==> src/rtl/group_ctrl_pkg.sv <==
// Shared types and constants for the LED group controller.
// Holds the group FSM state encoding and the phase counter width.
package led_pkg;

    localparam int PHASE_W = 8;

    typedef enum logic [1:0] {
        SLEEP = 2'b00,
        DIM   = 2'b01,
        BLINK = 2'b10
    } grp_state_e;

endpackage

==> src/rtl/group_ctrl_tick_gen.sv <==
// PWM prescaler: counts 0..PRESCALE-1 while enabled, one-cycle tick on the last count.
// Dropping en clears the count, so a restart always begins a full prescale interval.
module tick_gen #(
    parameter int PRESCALE = 4
) (
    input  logic clk,
    input  logic rst,
    input  logic en,
    output logic tick
);

    localparam int CW = (PRESCALE > 1) ? $clog2(PRESCALE) : 1;
    localparam logic [CW-1:0] LAST = CW'(PRESCALE - 1);

    logic [CW-1:0] cnt;

    always_ff @(posedge clk) begin
        if (rst || !en) begin
            cnt <= '0;
        end else if (cnt == LAST) begin
            cnt <= '0;
        end else begin
            cnt <= cnt + CW'(1);
        end
    end

    assign tick = en && (cnt == LAST);

endmodule

==> src/rtl/group_ctrl.sv <==
// Group dimming/blinking controller: shadowed duty/period, 256-step phase, registered output.
// Define GROUP_BLINK_EN to build the BLINK mode; otherwise only SLEEP and DIM exist.
module group_ctrl
    import led_pkg::*;
#(
    parameter int PRESCALE  = 4,
    parameter int BLINK_DIV = 16
) (
    input  logic         clk,
    input  logic         rst,
    input  logic         sleep,
    input  logic         dmblnk,
    input  logic [7:0]   grppwm,
    input  logic [7:0]   grpfreq,
    output logic         group_out,
    output logic         period_start,
    output logic [1:0]   state
);

    grp_state_e cur_state;
    grp_state_e nxt_state;

    logic               active;
    logic               transition;
    logic               enter;
    logic               run_en;
    logic               tick;
    logic               step;
    logic               wrap;
    logic               load;
    logic [PHASE_W-1:0] phase;
    logic [PHASE_W-1:0] duty_sh;

    // sleep overrides everything; otherwise the requested mode is the target state
    always_comb begin
        nxt_state = cur_state;
        if (sleep) begin
            nxt_state = SLEEP;
        end else begin
`ifdef GROUP_BLINK_EN
            nxt_state = dmblnk ? BLINK : DIM;
`else
            nxt_state = DIM;
`endif
        end
    end

    assign active     = (cur_state != SLEEP);
    assign transition = (nxt_state != cur_state);
    assign enter      = transition && (nxt_state != SLEEP);
    // counters only run in a settled active state; any transition clears them
    assign run_en     = active && !transition;

    tick_gen #(
        .PRESCALE (PRESCALE)
    ) u_tick_gen (
        .clk  (clk),
        .rst  (rst),
        .en   (run_en),
        .tick (tick)
    );

`ifdef GROUP_BLINK_EN
    localparam int BW = (BLINK_DIV > 1) ? $clog2(BLINK_DIV) : 1;
    localparam logic [BW-1:0] UNIT_LAST = BW'(BLINK_DIV - 1);

    logic [BW-1:0] unit_cnt;
    logic [7:0]    freq_cnt;
    logic [7:0]    freq_sh;
    logic          unit_last;
    logic          freq_last;

    assign unit_last = (unit_cnt == UNIT_LAST);
    assign freq_last = (freq_cnt == freq_sh);

    always_ff @(posedge clk) begin
        if (rst || !run_en) begin
            unit_cnt <= '0;
            freq_cnt <= '0;
        end else if ((cur_state == BLINK) && tick) begin
            if (unit_last) begin
                unit_cnt <= '0;
                freq_cnt <= freq_last ? '0 : freq_cnt + 8'd1;
            end else begin
                unit_cnt <= unit_cnt + BW'(1);
            end
        end
    end

    always_ff @(posedge clk) begin
        if (rst) begin
            freq_sh <= '0;
        end else if (load) begin
            freq_sh <= grpfreq;
        end
    end
`else
    logic unused_inputs;
    assign unused_inputs = ^{dmblnk, grpfreq} ^ (BLINK_DIV < 1);
`endif

    always_comb begin
        step = 1'b0;
        if (cur_state == DIM) begin
            step = tick;
        end
`ifdef GROUP_BLINK_EN
        else if (cur_state == BLINK) begin
            step = tick && unit_last && freq_last;
        end
`endif
    end

    assign wrap = step && (phase == '1);
    assign load = enter || wrap;

    always_ff @(posedge clk) begin
        if (rst) begin
            cur_state    <= SLEEP;
            phase        <= '0;
            duty_sh      <= '0;
            group_out    <= 1'b0;
            period_start <= 1'b0;
        end else begin
            cur_state    <= nxt_state;
            group_out    <= active && (nxt_state != SLEEP) && (phase < duty_sh);
            period_start <= load;
            if (!run_en) begin
                phase <= '0;
            end else if (step) begin
                phase <= phase + PHASE_W'(1);
            end
            if (load) begin
                duty_sh <= grppwm;
            end
        end
    end

    assign state = cur_state;

endmodule
==> config.mk <==
export PLATFORM = sky130hd
export DESIGN_NAME = group_ctrl
export DESIGN_NICKNAME = d
export VERILOG_FILES = /design/src/rtl/group_ctrl_pkg.sv /design/src/rtl/group_ctrl_tick_gen.sv /design/src/rtl/group_ctrl.sv
export SDC_FILE = /design/constraint.sdc
export NUM_CORES = 1
export LEC_CHECK = 0
export ABC_AREA = 0
export ABC_CLOCK_PERIOD_IN_PS = 3150
export CAP_MARGIN = 25
export CORE_ASPECT_RATIO = 0.7
export CORE_MARGIN = 4
export CORE_UTILIZATION = 50
export CTS_CLUSTER_SIZE = 25
export DETAILED_ROUTE_END_ITERATION = 16
export GPL_TIMING_DRIVEN = 0
export PLACE_DENSITY = 0.8
export SLEW_MARGIN = 40
export SYNTH_ARGS = -nofsm -noshare
export SYNTH_HDL_FRONTEND = slang
export SYNTH_SLANG_ARGS = --single-unit
export TNS_END_PERCENT = 10
==> constraint.sdc <==
create_clock -name clk -period 3.15 [get_ports clk]
set_input_delay 0.4725 -clock clk [delete_from_list [all_inputs] [get_ports clk]]
set_output_delay 0.4725 -clock clk [all_outputs]
set_load 0.02 [all_outputs]
==> out/qor.yml, run 1 <==
timing:
  timing.fmax_mhz: 531
  final-setup-viol-count: 0
  timing_hold_violations_final: 0
  finalMaxSlewViolations: 0
  period_share: 0.598
  grt_setup_unrepaired: "no"
  hold_slack_ns: 0.444
  final_period_demand_of_the_worst_path_ns: 1.88
  finalClockSkew_ns: 0.00279
  fin_setup_tns_ns: 0
cts:
  inserted_clock_buffers: 3
  cts_hold_buf: 0
  clk_root_buffer_cell: "sky130_fd_sc_hd__clkbuf_4"
  cts_setup_buffers: 0
  clock_tree_from_tritoncts: "yes"
  cts.reportedPaths.clkPinSlew_ns: 0.12
  htree_num_levels: 1
  cts_buffer_depth: 2
  post_cts_resize_count: 0
  numClockSinks: 21
  clock_latency_late_sink_ns: 0.32
worst_setup_path:
  timing.critical_path.max_delay_family: "buffers and inverters"
  required_ns: 2.68
  timing.critical_path.to_type: "output port"
  timing.critical_path.cells: "buf_4 -> clkdlybuf4s50_1"
  worst_setup_path_start_kind: "flop"
  worst_setup_path_class: "reg -> out"
  critical_path_arrival_ns: 1.41
  timing.critical_path.slowest_cell_delay_ns: 0.60
  worstPathMaxFanout: 4
  critical-path-slowest-cell: "sky130_fd_sc_hd__clkdlybuf4s50_1"
  path_buf_inv: 2
power:
  cellLeakagePower_nw: 0.500
  power.density_cell_area_nw_per_um2: 395
  power_switching_share: 0.247
  power.share.sequential: 0.594
  power_report.internal_total_w: 0.000352
  power.total_w: 0.000467
  power.share.combinational: 0.116
  ir_drop_v: 0.000290
  share_clk_of_total_power: 0.290
  switching_power_w: 0.000115
logic_synthesis:
  post-synth-top-area-fraction: 0.422
  post_synth_edffs: 0
  avgSynthCellArea_um2: 9.68
  yosysUniqueCellTypes: 28
  yosys_most_used_dff: "sky130_fd_sc_hd__dfxtp_1"
  yosys-top-cells-count: "21 x sky130_fd_sc_hd__dfxtp_1, 19 x sky130_fd_sc_hd__nor2_1, 9 x sky130_fd_sc_hd__ha_1, 9 x sky130_fd_sc_hd__mux2i_1, 7 x sky130_fd_sc_hd__inv_1"
  library_cell_with_the_highest_instance_count_after_synthesis: "sky130_fd_sc_hd__dfxtp_1"
  ys_seq_area_frac: 0.422
  synthesis.instances: 103
  postSynthRegisterBits: 21
  mappedNetlistNets: 132
  synth.area.top_cells: "sky130_fd_sc_hd__dfxtp_1 42%, sky130_fd_sc_hd__ha_1 11%, sky130_fd_sc_hd__mux2i_1 9.0%"
  ys_warn_count: 0
  synthesis.area_um2: 997
  yosysTopAreaCell: "sky130_fd_sc_hd__dfxtp_1"
  synth_async_sr_flop_share: 0
floorplan:
  die_y_um: 45.4
  dieArea_um2: 2780
  top_level_ports: 24
  row_count: 13
  design.core.area_um2: 1870
  start_util: 0.533
  dieWidth_um: 61.4
detailed_routing:
  detail-route-antenna-nets: 0
  dr.pass1.iters: 2
  wl_per_cell_um: 12.5
  route.final.wire_length_um: 1770
  dr_total_vias: 720
  remaining_drc_errors: 0
  viasPerCell: 5.07
  drt_first_iter_violations: 23
final_layout:
  syn2layout_area_growth_pct: 18.6
  final_net_count: 150
  layout.cells.non_filler: 142
  layout-drive-gt1-share: 0.0833
  finish.utilization: 0.632
  antennaDiodeCount: 0
placement:
  gp_congestion: 0.679
  detailed_place_hpwl_um: 1390
  place.detailed.instances: 138
  numPortBuffers: 13
global_route:
  first_global_vias: 726
  grt_pass1_wl_um: 3020
  antenna_found_initial: 0
  globalRoute.busiestLayer: "met2"
  globalRouteTotalUtil: 0.150
  grt_max_degree: 13
  groute.layer.met3.usage: 0.0514
  gr-usage-met1: 0.172
  grtUsageMet2: 0.255
  gr-total-overflow: 0
run:
  max_cap_violations: 0
status:
  run_status: "finished, final reports clean"
min_path:
  holdCritPathClass: "reg -> reg"
==> placed cells by master, fill, tap and decap left out, types with 2 or more instances in the layout <==
master / synthesis / layout
sky130_fd_sc_hd__buf_4: 2 / 2
sky130_fd_sc_hd__nand2_1: 2 / 2
sky130_fd_sc_hd__nand4_1: 3 / 3
sky130_fd_sc_hd__clkdlybuf4s50_1: 0 / 13
sky130_fd_sc_hd__mux2i_1: 9 / 9
sky130_fd_sc_hd__inv_1: 7 / 7
sky130_fd_sc_hd__clkbuf_4: 0 / 3
sky130_fd_sc_hd__dfxtp_1: 21 / 21
sky130_fd_sc_hd__a21oi_1: 3 / 3
sky130_fd_sc_hd__nand3_1: 2 / 2
sky130_fd_sc_hd__buf_6: 3 / 3
sky130_fd_sc_hd__nor2_1: 19 / 19
sky130_fd_sc_hd__clkbuf_1: 2 / 2
sky130_fd_sc_hd__ha_1: 9 / 9
sky130_fd_sc_hd__xor2_1: 6 / 6
==> logic make-up after synthesis <==
family          share of synthesized area
compound gates                     0.0540
xor+xnor                           0.0615
fa+ha+maj                           0.113
buf+inv                            0.0828
flops                               0.422
mux                                0.0903
other cells                       0.00376
simple gates                        0.173
==> metrics by stage <==
stage | worst slack (ns) | area [um2]
2_1_floorplan | 1.55 | 997
3_3_place_gp | 1.09 | 1150
3_5_place_dp | 1.03 | 1150
4_1_cts | 1.25 | 1180
5_1_grt | 1.22 | 1180
6_report | 1.27 | 1180
==> metal layers <==
layer  wire length [um]  vias up  part of all wire
met5                  0        -                 0
met1                800      329              0.45
li1                   -      374                 -
met3                 77        5             0.044
met2                857       12              0.48
met4                 34        0             0.019
==> layout make-up <==
cell class / count / area [um2]
Timing Repair Buffer: 13 / 130
Multi-Input combinational cell: 68 / 494
Inverter: 7 / 26.3
Clock buffer: 3 / 22.5
Fill cell: 167 / 688
Clock inverter: 1 / 5.00
Buffer: 7 / 56.3
Sequential cell: 21 / 420
Tap cell: 22 / 27.5
==> power groups by stage <==
stage	logic (W)	clock network [W]	registers, W
final	0.0000542	0.000135	0.000278
after global routing	0.0000596	0.000147	0.000279
after CTS	0.0000547	0.000139	0.000278
after detailed placement	0.0000545	0	0.000284
after global placement	0.0000521	0	0.000283
after floorplan	0.0000310	0	0.000284
==> final timing paths <==
path	start	cells after the start	slack, ns	end
min	u_tick_gen.cnt[0]	1	0.44	u_tick_gen.cnt[0]
max	state[0]	2	1.27	state[0]
min reg2reg	u_tick_gen.cnt[0]	1	0.44	u_tick_gen.cnt[0]
max reg2reg	u_tick_gen.cnt[0]	8	1.42	duty_sh[5]
==> worst register-to-register path, delay by kind of cell, from the launching register on <==
kind | cells | cell delay (ns)
flip-flops | 1 | 0.34
adder cells (fa/ha/maj) | 1 | 0.20
multiplexers | 1 | 0.21
buffers and inverters | 3 | 0.44
AO/OA/AOI/OAI | 1 | 0.18
AND/OR/NAND/NOR | 2 | 0.25
==> sequential cells by signal, indices dropped and copies added (netlist names) <==
signal,count
phase,8
u_tick_gen.cnt,2
group_out,1
period_start,1
state,1
duty_sh,8
(Power assumes the default switching activity.)
==> run 2: changes to the inputs <==
--- a/config.mk
+++ b/config.mk
@@ -6,15 +6,15 @@
 export NUM_CORES = 1
 export LEC_CHECK = 0
 export ABC_AREA = 0
-export ABC_CLOCK_PERIOD_IN_PS = 3150
+export ABC_CLOCK_PERIOD_IN_PS = 1900
 export CAP_MARGIN = 25
 export CORE_ASPECT_RATIO = 0.7
 export CORE_MARGIN = 4
-export CORE_UTILIZATION = 50
+export CORE_UTILIZATION = 48
 export CTS_CLUSTER_SIZE = 25
 export DETAILED_ROUTE_END_ITERATION = 16
 export GPL_TIMING_DRIVEN = 0
-export PLACE_DENSITY = 0.8
+export PLACE_DENSITY = 0.78
 export SLEW_MARGIN = 40
 export SYNTH_ARGS = -nofsm -noshare
 export SYNTH_HDL_FRONTEND = slang
==> constraint.sdc (replaced) <==
create_clock -name clk -period 1.9 [get_ports clk]
set_input_delay 0.285 -clock clk [delete_from_list [all_inputs] [get_ports clk]]
set_output_delay 0.285 -clock clk [all_outputs]
set_load 0.02 [all_outputs]
==> out/qor.yml, run 2 (synthesis gave the netlist of run 1 again) <==
floorplan:
  start_util: 0.520  # was 0.533
  dieWidth_um: 62.5  # was 61.4 um
  dieArea_um2: 2880  # was 2780 um2
  die_y_um: 46.1  # was 45.4 um
  top_level_ports: 24  # unchanged
  row_count: 13  # unchanged
  design.core.area_um2: 1920  # was 1870 um2
detailed_routing:
  route.final.wire_length_um: 1810  # was 1770 um
  remaining_drc_errors: 0  # unchanged
  detail-route-antenna-nets: 0  # unchanged
  dr_total_vias: 732  # was 720
  drt_first_iter_violations: 26  # was 23
  dr.pass1.iters: 4  # was 2
  viasPerCell: 5.15  # was 5.07
  wl_per_cell_um: 12.7  # was 12.5 um
cts:
  post_cts_resize_count: 0  # unchanged
  cts_setup_buffers: 0  # unchanged
  cts_buffer_depth: 2  # unchanged
  inserted_clock_buffers: 3  # unchanged
  clock_tree_from_tritoncts: "yes"  # unchanged
  clock_latency_late_sink_ns: 0.30  # was 0.32 ns
  cts_hold_buf: 0  # unchanged
  cts.reportedPaths.clkPinSlew_ns: 0.12  # about the same
  numClockSinks: 21  # unchanged
  clk_root_buffer_cell: "sky130_fd_sc_hd__clkbuf_4"  # unchanged
  htree_num_levels: 1  # unchanged
final_layout:
  nFillCells: 161  # was 167
  combined_area_of_the_multi_input_logic_cells_um2: 494  # unchanged
  largestRegisters: "duty_sh (8), phase (8), u_tick_gen.cnt (2)"  # unchanged
  layout.cells.non_filler: 142  # unchanged
  layout-drive-gt1-share: 0.0833  # unchanged
  final_net_count: 150  # unchanged
  syn2layout_area_growth_pct: 18.6  # unchanged
  final_design_area_no_fill_um2: 1180  # unchanged
  area.sequential_um2: 420  # unchanged
  most-common-layout-cells: "21 x sky130_fd_sc_hd__dfxtp_1, 19 x sky130_fd_sc_hd__nor2_1, 13 x sky130_fd_sc_hd__clkdlybuf4s50_1, 9 x sky130_fd_sc_hd__mux2i_1, 9 x sky130_fd_sc_hd__ha_1"  # unchanged
  antennaDiodeCount: 0  # unchanged
  final_common_cell: "sky130_fd_sc_hd__dfxtp_1"  # unchanged
global_route:
  gr-total-overflow: 0  # unchanged
  first_global_vias: 666  # was 726
  grt_max_degree: 13  # unchanged
  grt_pass1_wl_um: 3050  # was 3020 um
  globalRouteTotalUtil: 0.144  # was 0.150
  antenna_found_initial: 0  # unchanged
placement:
  place.detailed.instances: 138  # unchanged
  gp_congestion: 0.706  # was 0.679
  detailed_place_hpwl_um: 1440  # was 1390 um
  postPlaceCellArea_um2: 1150  # unchanged
  numPortBuffers: 13  # unchanged
worst_setup_path:
  critical_path_arrival_ns: 1.94  # was 1.41 ns
  worstPathMaxFanout: 9  # was 4
  worst_setup_path_start_kind: "flop"  # unchanged
  worst_setup_path_class: "reg -> reg"  # was reg -> out
  required_ns: 2.08  # was 2.68 ns
  timing.critical_path.to_type: "flop"  # was output port
min_path:
  holdCritPathClass: "reg -> reg"  # unchanged
timing:
  finalMaxSlewViolations: 0  # unchanged
  final-setup-viol-count: 0  # unchanged
  finalClockSkew_ns: 0.00441  # was 0.00279 ns
  grt_setup_unrepaired: "no"  # unchanged
  timing_hold_violations_final: 0  # unchanged
  timing.fmax_mhz: 570
  final_period_demand_of_the_worst_path_ns: 1.75
  period_share: 0.923
run:
  max_cap_violations: 0  # unchanged
power:
  cellLeakagePower_nw: 0.500  # unchanged
  power.density_cell_area_nw_per_um2: 647  # was 395 nW/um2
  ir_drop_v: 0.000410  # was 0.000290 V
  power.total_w: 0.000766  # was 0.000467 W
status:
  run_status: "finished, final reports clean"  # unchanged
[run 2: cell counts in the layout (fill, tap and decap cells not counted)]
No cell type changed its count.
[run 2: worst paths after layout]
path / from / to / slack, ns / cells after the start
worst min register to register: u_tick_gen.cnt[0] / u_tick_gen.cnt[0] / 0.45 / 1
worst min-delay path: u_tick_gen.cnt[0] / u_tick_gen.cnt[0] / 0.45 / 1
worst max register to register: u_tick_gen.cnt[0] / duty_sh[5] / 0.15 / 8
worst max-delay path: u_tick_gen.cnt[0] / duty_sh[5] / 0.15 / 8
[run 2: final cells by class]
type / count / share of cell area
Buffer: 7 / 0.0476
Clock buffer: 3 / 0.0190
Clock inverter: 1 / 0.00423
Inverter: 7 / 0.0222
Multi-Input combinational cell: 68 / 0.418
Sequential cell: 21 / 0.356
Tap cell: 22 / 0.0233
Timing Repair Buffer: 13 / 0.110
[run 2: per-stage QoR]
stage               hold WS, ns  TNS, ns  utilization  worst slack (ns)
finish                    0.453        0        0.616             0.146
global route              0.477        0        0.616            0.0513
CTS                       0.446        0        0.616             0.144
detailed placement        0.423  -0.0933        0.602           -0.0523
global placement          0.412        0        0.602           0.00655
floorplan                 0.357        0            -             0.304
[run 2: routing by layer]
| layer | track usage | vias to the layer above | routed length, um |
|---|---|---|---|
| met5 | 0 | - | 0 |
| met4 | 0.0833 | 0 | 47 |
| met3 | 0.0537 | 4 | 93 |
| met2 | 0.231 | 15 | 872 |
| met1 | 0.170 | 335 | 794 |
| li1 | - | 378 | - |
[run 2: worst max-delay path, stage by stage (launching register included)]
cell                      delay [ns]
sky130_fd_sc_hd__dfxtp_1        0.34
sky130_fd_sc_hd__ha_1           0.20
sky130_fd_sc_hd__buf_6          0.13
sky130_fd_sc_hd__and4b_1        0.19
sky130_fd_sc_hd__buf_6          0.13
sky130_fd_sc_hd__a41oi_2        0.18
sky130_fd_sc_hd__buf_6          0.18
sky130_fd_sc_hd__mux2i_1        0.22
sky130_fd_sc_hd__nor2_1         0.06
[run 2: power by group]
| group | leakage, nW | switching [W] | internal [W] |
|---|---|---|---|
| Clock | 0.0177 | 0.000136 | 0.0000786 |
| Combinational | 0.311 | 0.0000396 | 0.0000507 |
| Sequential | 0.171 | 0.00000683 | 0.000454 |
==> run 3: changes to the inputs <==
--- a/config.mk
+++ b/config.mk
@@ -8,13 +8,14 @@
 export ABC_AREA = 0
 export ABC_CLOCK_PERIOD_IN_PS = 1900
 export CAP_MARGIN = 25
+export CELL_PAD_IN_SITES_DETAIL_PLACEMENT = 1
+export CELL_PAD_IN_SITES_GLOBAL_PLACEMENT = 1
 export CORE_ASPECT_RATIO = 0.7
 export CORE_MARGIN = 4
-export CORE_UTILIZATION = 48
-export CTS_CLUSTER_SIZE = 25
+export CORE_UTILIZATION = 36
 export DETAILED_ROUTE_END_ITERATION = 16
 export GPL_TIMING_DRIVEN = 0
-export PLACE_DENSITY = 0.78
+export PLACE_DENSITY_LB_ADDON = 0.1
 export SLEW_MARGIN = 40
 export SYNTH_ARGS = -nofsm -noshare
 export SYNTH_HDL_FRONTEND = slang
==> out/qor.yml, run 3 (synthesis gave the netlist of run 1 again) <==
global_route:
  grt_max_degree: 12  # was 13
  grt_pass1_wl_um: 3470  # was 3050 um
  gr-total-overflow: 0  # unchanged
  antenna_found_initial: 0  # unchanged
  first_global_vias: 770  # was 666
  globalRouteTotalUtil: 0.122  # was 0.144
min_path:
  hold_start: "u_tick_gen.cnt[0]"  # unchanged
  holdPathStages: 1  # unchanged
  hold-path-endpoint: "u_tick_gen.cnt[0]"  # unchanged
  holdCritPathClass: "reg -> reg"  # unchanged
floorplan:
  die_y_um: 52.0  # was 46.1 um
  dieArea_um2: 3690  # was 2880 um2
  dieWidth_um: 70.9  # was 62.5 um
  start_util: 0.391  # was 0.520
  row_count: 15  # was 13
  design.core.area_um2: 2550  # was 1920 um2
  top_level_ports: 24  # unchanged
power:
  ir_drop_v: 0.000396  # was 0.000410 V
  cellLeakagePower_nw: 0.505  # was 0.500 nW
  power.density_cell_area_nw_per_um2: 691  # was 647 nW/um2
worst_setup_path:
  worst_setup_path_start_kind: "flop"  # unchanged
  timing.critical_path.to_type: "flop"  # unchanged
  required_ns: 2.03  # was 2.08 ns
  r2r_slack_ns: 0.18  # was 0.15 ns
  timing.critical_path.cells: "ha_1 -> buf_6 -> and4b_1 -> buf_6 -> a41oi_2 -> buf_6 -> mux2i_1 -> nor2_1"  # unchanged
  worst_setup_path_class: "reg -> reg"  # unchanged
  worstPathMaxFanout: 9  # unchanged
  cell_mode_on_critical_path: "sky130_fd_sc_hd__buf_6"  # unchanged
  path_buf_inv: 3  # unchanged
  critical_path_arrival_ns: 1.85  # was 1.94 ns
  critical_path_depth: 8  # unchanged
  timing.critical_path.max_delay_family: "buffers and inverters"  # unchanged
  worstReg2RegStart: "u_tick_gen.cnt[0]"  # unchanged
  timing.critical_path.slowest_cell_delay_ns: 0.31  # was 0.34 ns
  critical-path-slowest-cell: "sky130_fd_sc_hd__dfxtp_1"  # unchanged
  reg2reg_depth: 8  # unchanged
  reg2reg_to: "duty_sh[0]"  # was duty_sh[5]
timing:
  timing_hold_violations_final: 0  # unchanged
  final-setup-viol-count: 0  # unchanged
  finalMaxSlewViolations: 0  # unchanged
  period_share: 0.905  # was 0.923
  grt_setup_unrepaired: "no"  # unchanged
  final_period_demand_of_the_worst_path_ns: 1.72  # was 1.75 ns
  finalClockSkew_ns: 0.00537  # was 0.00441 ns
  timing.fmax_mhz: 582  # was 570 MHz
  fin_setup_tns_ns: 0  # unchanged
detailed_routing:
  detail-route-antenna-nets: 0  # unchanged
  dr_total_vias: 710  # was 732
  topRoutingLayerUsed: "met4"  # unchanged
  drt_first_iter_violations: 32  # was 26
  route.final.wire_length_um: 1910  # was 1810 um
  remaining_drc_errors: 0  # unchanged
  routed-wl-met2_um: 861  # was 872 um
  wl_met3_um: 86  # was 93 um
  met1_length_um: 957  # was 794 um
  wl_per_cell_um: 12.4  # was 12.7 um
  viasPerCell: 4.61  # was 5.15
  dr.pass1.iters: 2  # was 4
final_layout:
  final_common_cell: "sky130_fd_sc_hd__dfxtp_1"  # unchanged
  final_design_area_no_fill_um2: 1210  # was 1180 um2
  largestRegisters: "duty_sh (8), phase (8), u_tick_gen.cnt (2)"  # unchanged
  syn2layout_area_growth_pct: 21.8  # was 18.6%
  most-common-layout-cells: "21 x sky130_fd_sc_hd__dfxtp_1, 19 x sky130_fd_sc_hd__nor2_1, 13 x sky130_fd_sc_hd__clkdlybuf4s50_1, 9 x sky130_fd_sc_hd__mux2i_1, 9 x sky130_fd_sc_hd__ha_1"  # unchanged
  nFillCells: 320  # was 161
  final_net_count: 150  # unchanged
  antennaDiodeCount: 0  # unchanged
  layout-drive-gt1-share: 0.0750  # was 0.0833
cts:
  clock_latency_late_sink_ns: 0.26  # was 0.30 ns
  cts_setup_buffers: 0  # unchanged
  htree_num_levels: 1  # unchanged
  post_cts_resize_count: 0  # unchanged
  cts_buffer_depth: 2  # unchanged
  cts.reportedPaths.clkPinSlew_ns: 0.07  # was 0.12 ns
  clk_root_buffer_cell: "sky130_fd_sc_hd__clkbuf_8"  # was sky130_fd_sc_hd__clkbuf_4
  clock_tree_from_tritoncts: "yes"  # unchanged
  numClockSinks: 21  # unchanged
  cts_hold_buf: 0  # unchanged
  inserted_clock_buffers: 3  # unchanged
placement:
  detailed_place_hpwl_um: 1570  # was 1440 um
  numPortBuffers: 13  # unchanged
  gp_congestion: 0.727  # was 0.706
  postPlaceCellArea_um2: 1170  # was 1150 um2
status:
  run_status: "finished, final reports clean"  # unchanged
run:
  max_cap_violations: 0  # unchanged
-- run 3: final cells by class --
| type | count | area (um2) | share of cell area |
|---|---|---|---|
| Multi-Input combinational cell | 68 | 494 | 0.407 |
| Timing Repair Buffer | 13 | 130 | 0.107 |
| Inverter | 7 | 26.3 | 0.0216 |
| Buffer | 7 | 56.3 | 0.0463 |
| Sequential cell | 21 | 420 | 0.346 |
| Clock buffer | 4 | 45.0 | 0.0371 |
| Tap cell | 34 | 42.5 | 0.0350 |
-- run 3: how the worst max path moves through the flow --
stage                      start         end  slack, ns
2_1_floorplan  u_tick_gen.cnt[0]  duty_sh[0]       0.30
4_1_cts        u_tick_gen.cnt[0]  duty_sh[0]       0.16
5_1_grt        u_tick_gen.cnt[0]  duty_sh[5]       0.06
3_5_place_dp               sleep  duty_sh[5]      -0.06
3_3_place_gp               sleep  duty_sh[6]      -0.01
6_report       u_tick_gen.cnt[0]  duty_sh[0]       0.18
-- run 3: where the power goes --
part / switching (W) / internal [W] / leakage, nW
clock: 0.000138 / 0.000149 / 0.0228
combinational: 0.0000410 / 0.0000506 / 0.311
sequential: 0.00000686 / 0.000454 / 0.171
total: 0.000186 / 0.000653 / 0.505
-- run 3: per-stage QoR --
step                hold WS [ns]  std cells  worst slack, ns   util  total power (W)
finish                     0.428        154            0.181  0.476         0.000839
global route               0.455        154           0.0550  0.476         0.000887
floorplan                  0.357        103            0.304      -         0.000522
global placement           0.413        150          -0.0121  0.458         0.000559
detailed placement         0.426        150          -0.0628  0.458         0.000564
CTS                        0.436        154            0.156  0.476         0.000853
-- run 3: metal layers --
| layer | vias up | global-route usage |
|---|---|---|
| met3 | 2 | 0.0444 |
| met5 | - | 0 |
| li1 | 375 | - |
| met1 | 323 | 0.149 |
| met2 | 10 | 0.208 |
| met4 | 0 | 0.0281 |
